`src/rtl/ledmtx_pkg.sv`:
```
// ledmtx_pkg: shared HUB75 panel geometry and monitor record layout
package ledmtx_pkg;
  localparam int COLS = 32;
  localparam int ROWW = 3;
  localparam int ONW = 16;
  localparam int COLW = $clog2(COLS);
  localparam int RGB_W = 6;
  localparam int ON_LSB = 0;
  localparam int RGB_LSB = ON_LSB + ONW;
  localparam int COL_LSB = RGB_LSB + RGB_W;
  localparam int ROW_LSB = COL_LSB + COLW;
  localparam int REC_W = ROW_LSB + ROWW;
  typedef enum logic {EMIT_IDLE, EMIT_SEND} emit_state_t;
endpackage

```
`src/rtl/sync_ff.sv`:
```
// sync_ff: parameterized-width two-flop synchronizer
module sync_ff #(
  parameter int W = 1
) (
  input  logic         clk,
  input  logic         rst,
  input  logic [W-1:0] d,
  output logic [W-1:0] q
);
  logic [W-1:0] meta;
  // two-stage capture of the asynchronous pins
  always_ff @(posedge clk or posedge rst)
    if (rst) {q, meta} <= '0;
    else {q, meta} <= {meta, d};
endmodule

```
`src/rtl/ledmtx_mon.sv`:
```
// ledmtx_mon: rebuilds latched HUB75 rows from panel pins and streams them as records
module ledmtx_mon import ledmtx_pkg::*; #(
  parameter int COLS = ledmtx_pkg::COLS,
  parameter int ROWW = ledmtx_pkg::ROWW,
  parameter int ONW = ledmtx_pkg::ONW,
  parameter bit OE_ACTIVE_LOW = 1'b1,
  localparam int COLW = $clog2(COLS),
  localparam int DW = ROWW + COLW + 6 + ONW
) (
  input  logic            clk,
  input  logic            rst,
  input  logic [ROWW-1:0] rowaddr,
  input  logic            sclk,
  input  logic            lat,
  input  logic            oe,
  input  logic            r1,
  input  logic            g1,
  input  logic            b1,
  input  logic            r2,
  input  logic            g2,
  input  logic            b2,
  output logic            m_valid,
  input  logic            m_ready,
  output logic [DW-1:0]   m_data,
  output logic            m_last,
  input  logic            sts_clr,
  output logic            ovf,
  output logic            shift_err
);
  localparam int PW = ROWW + 9;
  localparam int ECW = $clog2(COLS + 2);
  logic [PW-1:0] pin_s, pin_p;
  logic sclk_q, lat_q;
  logic [COLS-1:0][5:0] sr, pend_sr, emit_sr;
  logic [ECW-1:0] ecnt;
  logic [ONW-1:0] ontime, emit_on;
  logic [ROWW-1:0] pend_row, emit_row;
  logic [COLW-1:0] col;
  logic pend_v;
  emit_state_t state;
  sync_ff #(.W(PW)) u_sync (
    .clk(clk),
    .rst(rst),
    .d({rowaddr, sclk, lat, oe, r1, g1, b1, r2, g2, b2}),
    .q(pin_s)
  );
  wire [ROWW-1:0] row_p = pin_p[PW-1 -: ROWW];
  wire [5:0] rgb_p = pin_p[5:0];
  wire sclk_rise = pin_p[8] & ~sclk_q;
  wire lat_rise = pin_p[7] & ~lat_q;
  wire on_act = OE_ACTIVE_LOW ? ~pin_p[6] : pin_p[6];
  wire last_col = col == COLW'(COLS - 1);
  wire ovf_set = lat_rise && pend_v && state == EMIT_SEND;
  wire serr_set = lat_rise && ecnt != ECW'(COLS);
  assign m_data = {emit_row, col, emit_sr[col], emit_on};
  assign m_last = m_valid && last_col;
  // edge pipeline, column shifter, shift-edge and on-time counters
  always_ff @(posedge clk or posedge rst)
    if (rst) begin
      pin_p <= '0;
      sclk_q <= 1'b0;
      lat_q <= 1'b0;
      sr <= '0;
      ecnt <= '0;
      ontime <= '0;
    end else begin
      pin_p <= pin_s;
      sclk_q <= pin_p[8];
      lat_q <= pin_p[7];
      if (sclk_rise) sr <= {sr[COLS-2:0], rgb_p};
      ecnt <= lat_rise ? '0 : (sclk_rise && ecnt != ECW'(COLS + 1)) ? ecnt + 1'b1 : ecnt;
      ontime <= lat_rise ? '0 : (on_act && ontime != '1) ? ontime + 1'b1 : ontime;
    end
  // pending snapshot on latch, hand-off to the emitter and word sequencing
  always_ff @(posedge clk or posedge rst)
    if (rst) begin
      pend_v <= 1'b0;
      pend_row <= '0;
      pend_sr <= '0;
      emit_row <= '0;
      emit_sr <= '0;
      emit_on <= '0;
      col <= '0;
      m_valid <= 1'b0;
      state <= EMIT_IDLE;
    end else begin
      if (lat_rise) begin
        pend_v <= 1'b1;
        pend_row <= row_p;
        pend_sr <= sr;
      end
      if (lat_rise && pend_v && state == EMIT_IDLE) begin
        emit_row <= pend_row;
        emit_sr <= pend_sr;
        emit_on <= ontime;
        col <= '0;
        m_valid <= 1'b1;
        state <= EMIT_SEND;
      end else if (state == EMIT_SEND && m_ready) begin
        col <= last_col ? '0 : col + 1'b1;
        if (last_col) begin
          m_valid <= 1'b0;
          state <= EMIT_IDLE;
        end
      end
    end
  // sticky status flags; a same-cycle set beats the clear
  always_ff @(posedge clk or posedge rst)
    if (rst) {ovf, shift_err} <= 2'b00;
    else begin
      ovf <= ovf_set | (ovf & ~sts_clr);
      shift_err <= serr_set | (shift_err & ~sts_clr);
    end
endmodule

```
`config.mk`:
```
export PLATFORM = sky130hd
export DESIGN_NAME = ledmtx_mon
export DESIGN_NICKNAME = d
export VERILOG_FILES = /design/src/rtl/ledmtx_pkg.sv /design/src/rtl/sync_ff.sv /design/src/rtl/ledmtx_mon.sv
export SDC_FILE = /design/constraint.sdc
export NUM_CORES = 1
export LEC_CHECK = 0
export ABC_AREA = 0
export BUFFER_PORTS_ARGS = -buffer_cell sky130_fd_sc_hd__buf_2
export CAP_MARGIN = 0
export CORE_MARGIN = 10
export CORE_UTILIZATION = 41
export CTS_CLUSTER_SIZE = 16
export DETAILED_ROUTE_END_ITERATION = 6
export SLEW_MARGIN = 20
export SYNTH_ARGS = -nofsm -noshare
export SYNTH_HDL_FRONTEND = slang
export SYNTH_HIERARCHICAL = 1
export SYNTH_SLANG_ARGS = --single-unit
```
`constraint.sdc`:
```
create_clock -name clk -period 31.5 [get_ports clk]
set_clock_uncertainty 0.15 [all_clocks]
set_input_delay 0 -clock clk [delete_from_list [all_inputs] [get_ports clk]]
set_output_delay 0 -clock clk [all_outputs]
set_load 0.005 [all_outputs]
```
==> results.py <==
metrics = {
    "sta": {
        "maxSlewViolCount": 0,
        "rsz0062_at_grt": "no",
        "fin_crit_ns": 3.881,
        "finalSetupTns_ns": 0,
        "hold_violations": 0,
        "min_period_over_period_pct": 12.32,
        "slew_headroom_pct": 30.38,
        "timing.fmax_mhz": 257.7,
        "tightestPinTransition_ns": 1.044,
        "setup_viol": 0,
    },
    "routing": {
        "routed_wl_um": 51810,
        "drt_iter0_drc": 1073,
        "dr.pass1.iters": 5,
        "ant_nets": 0,
        "via_per_inst": 4.908,
        "dr_total_vias": 16250,
        "drt-wirelength-per-cell_um": 15.65,
        "route.detailed.drc": 0,
    },
    "synthesis": {
        "ys_seq_elements": 667,
        "synth-seq-area-share_pct": 63.67,
        "synth_area_um2": 26220,
        "async_reset_ff_share_pct": 100.0,
        "yosys_warnings": 6,
        "synthXorXnorAreaFrac_pct": 0.3007,
        "synth_compound_area_share_pct": 0.8782,
        "synth_fa_ha_area_share_pct": 0.2864,
        "synth-simple-area-share_pct": 18.24,
        "ys_types": 41,
        "synthDominantCellAreaShare_pct": 63.67,
        "synthTopCellsByArea": "dfrtp_1 (64%), nand2_1 (17%), mux2_2 (9.3%), mux4_2 (5.2%), clkbuf_1 (1.5%)",
        "synth_top_family_by_area": "simple AND/OR/NAND/NOR gates",
        "syn-num-nets": 2396,
        "synth_edf_count": 0,
        "synth_mux_area_share_pct": 14.47,
        "syn_inst": 2374,
        "synth_area_leader_cell": "dfrtp_1",
        "synth_flop_cell": "dfrtp_1",
        "synth.avg_cell_area_um2": 11.04,
    },
    "die": {
        "fp.dieW_um": 272.9,
        "die_h_um": 272.9,
        "initial_core_util_pct": 41.48,
        "row_count": 92,
        "die_area_um2": 74460,
        "ios": 50,
        "coreArea_um2": 63200,
    },
    "worst_hold_path": {
        "min_to": "col[4]",
        "min_path_type": "primary input to flip-flop",
        "hp-start": "m_ready",
        "hold_depth": 4,
    },
    "placement": {
        "placed_area_um2": 27210,
        "io_buffers": 49,
        "dp_hpwl_um": 28150,
        "globalplace.congestion": 0.7429,
    },
    "cells_and_area": {
        "diodes": 0,
        "area_growth_pct": 13.86,
        "drive_gt1_share_pct": 18.83,
        "seq_area_um2": 16700,
        "multi_input_area_um2": 8989,
        "mostFrequentLayoutCells": "nand2_1 (1180), dfrtp_1 (665), mux2_2 (216)",
        "fillers": 5706,
        "design_area_um2": 29850,
        "final_common_cell": "nand2_1",
        "fin_nets": 2437,
    },
    "critical_path": {
        "r2r_slack_ns": 27.62,
        "crit_fanout": 73,
        "cp-end-kind": "flip-flop",
        "reg2reg_from": "pin_p[7]",
        "cp-start-kind": "flip-flop",
        "reg2reg_depth": 5,
        "cp.arrival_ns": 4.20,
        "crit_type": "flip-flop to flip-flop",
        "rr_endpoint": "emit_sr[186]",
        "critPathRequiredTime_ns": 31.82,
    },
    "cts": {
        "path_clk_slew_ns": 0.06,
        "cts_tree": "yes",
        "clk_latency_ns": 0.60,
        "ctsRootBufferMaster": "clkbuf_16",
        "cts_max_level": 3,
        "cts_buffers": 71,
        "numClockSinks": 667,
        "cts_buffer_depth": 3,
    },
    "power_and_ir_drop": {
        "pwr-share-seq_pct": 49.2,
        "clockPowerShare_pct": 41.6,
        "pwr-share-comb_pct": 9.2,
        "irDropWorstVdd_uv": 40.82,
        "p_per_area_nw_per_um2": 66.80,
        "p_sw_share_pct": 25.16,
        "p_leak_nw": 15.88,
        "intPower_mw": 1.492,
        "p_sw_uw": 501.7,
    },
    "global_routing": {
        "antenna_found_initial": 0,
        "grt_pass1_wl_um": 88070,
        "grt_max_degree": 189,
        "overflow": 0,
        "globalRouteTotalUtil_pct": 14.26,
        "grt_pass1_vias": 17140,
    },
    "run": {
        "maxCapViolCount": 0,
    },
    "status": {
        "status": "complete, no violations",
    },
}
==> cell usage after synthesis, drive strengths merged (4+ instances only) <==
cell    count
nand3      12
or4         4
nand2b      4
clkbuf    102
o21ai      12
xor2        5
inv        10
or3         7
xnor2       4
nor2       10
dfrtp     667
nand4       5
buf        28
o31ai       6
mux2      216
mux4       60
ha          6
a21oi      11
nand2    1180
==> per-layer routing <==
metal	part of all wire (%)	routed length [µm]	global-route usage [%]	up-vias
met5	0	0	0	-
met4	1.9	1005	4.839	0
met1	45	23540	18.21	8275
met2	50	25790	24.58	195
met3	2.8	1475	2.000	67
li1	-	-	-	7709
==> cell type report <==
class	instances	area share, %
Clock inverter	21	0.7755
Inverter	10	0.1509
Timing Repair Buffer	98	2.431
Multi-Input combinational cell	1567	30.11
Sequential cell	667	55.93
Clock buffer	101	7.050
Tap cell	846	3.546
==> how the worst max path moves through the flow <==
stage	from	to	slack (ns)	cells after the start
after floorplan	rst	col[0]	13.34	1
after global placement	pin_p[7]	emit_sr[181]	27.67	5
after detailed placement	pin_p[7]	emit_sr[108]	27.59	5
after CTS	col[0]	m_data[20]	27.55	5
after global routing	pin_p[7]	emit_sr[79]	27.33	5
final	pin_p[7]	emit_sr[186]	27.62	5
==> registers in the layout, summed over array words and instances, names as in the netlist, 6 cells and up <==
name         cells
emit_sr        192
pend_sr        192
sr             192
emit_on         16
ontime          16
pin_p           12
u_sync/meta     12
u_sync/q        12
ecnt             6
==> kinds of logic (layout without fill, tap and decap cells) <==
| logic type | Yosys count | count (layout) |
|---|---|---|
| AO/OA/AOI/OAI | 37 | 37 |
| XOR/XNOR | 9 | 9 |
| adder cells (fa/ha/maj) | 6 | 6 |
| buffers and inverters | 140 | 230 |
| flip-flops | 667 | 667 |
| multiplexers | 277 | 277 |
| AND/OR/NAND/NOR | 1238 | 1238 |
==> power groups by stage <==
| stage | combinational, mW | clock [mW] | sequential [mW] |
|---|---|---|---|
| global placement | 0.184 | 0 | 0.994 |
| global route | 0.209 | 0.888 | 0.990 |
| detailed placement | 0.188 | 0 | 0.996 |
| floorplan | 0.147 | 0 | 0.966 |
| CTS | 0.191 | 0.854 | 0.981 |
| finish | 0.184 | 0.829 | 0.980 |
==> metrics by stage <==
stage / hold WS [ns] / total power, mW / std cells / util (%) / setup slack [ns]
after floorplan: -0.1354 / 1.113 / 2374 / - / 13.34
after global placement: -0.04000 / 1.177 / 3158 / 43.06 / 27.67
after detailed placement: -0.04050 / 1.184 / 3158 / 43.06 / 27.59
after CTS: 0.05829 / 2.026 / 3310 / 47.23 / 27.55
after global routing: 0.1390 / 2.087 / 3310 / 47.23 / 27.33
final: 0.09775 / 1.994 / 3310 / 47.23 / 27.62
==> worst max-delay path, stage by stage (launching register included) <==
cell	delay [ns]
dfrtp_1	0.42
nor2b_4	0.25
nand3b_1	0.69
buf_4	0.83
buf_4	0.90
mux2_2	0.42
==> repair_timing <==
item / CTS / global route
hold endpoints to repair: 130 / 0
hold buffers: 30 / 0
buffers inserted: 0 / 0
gates resized for setup: 0 / 0
Power figures use the tool's default switching activity.
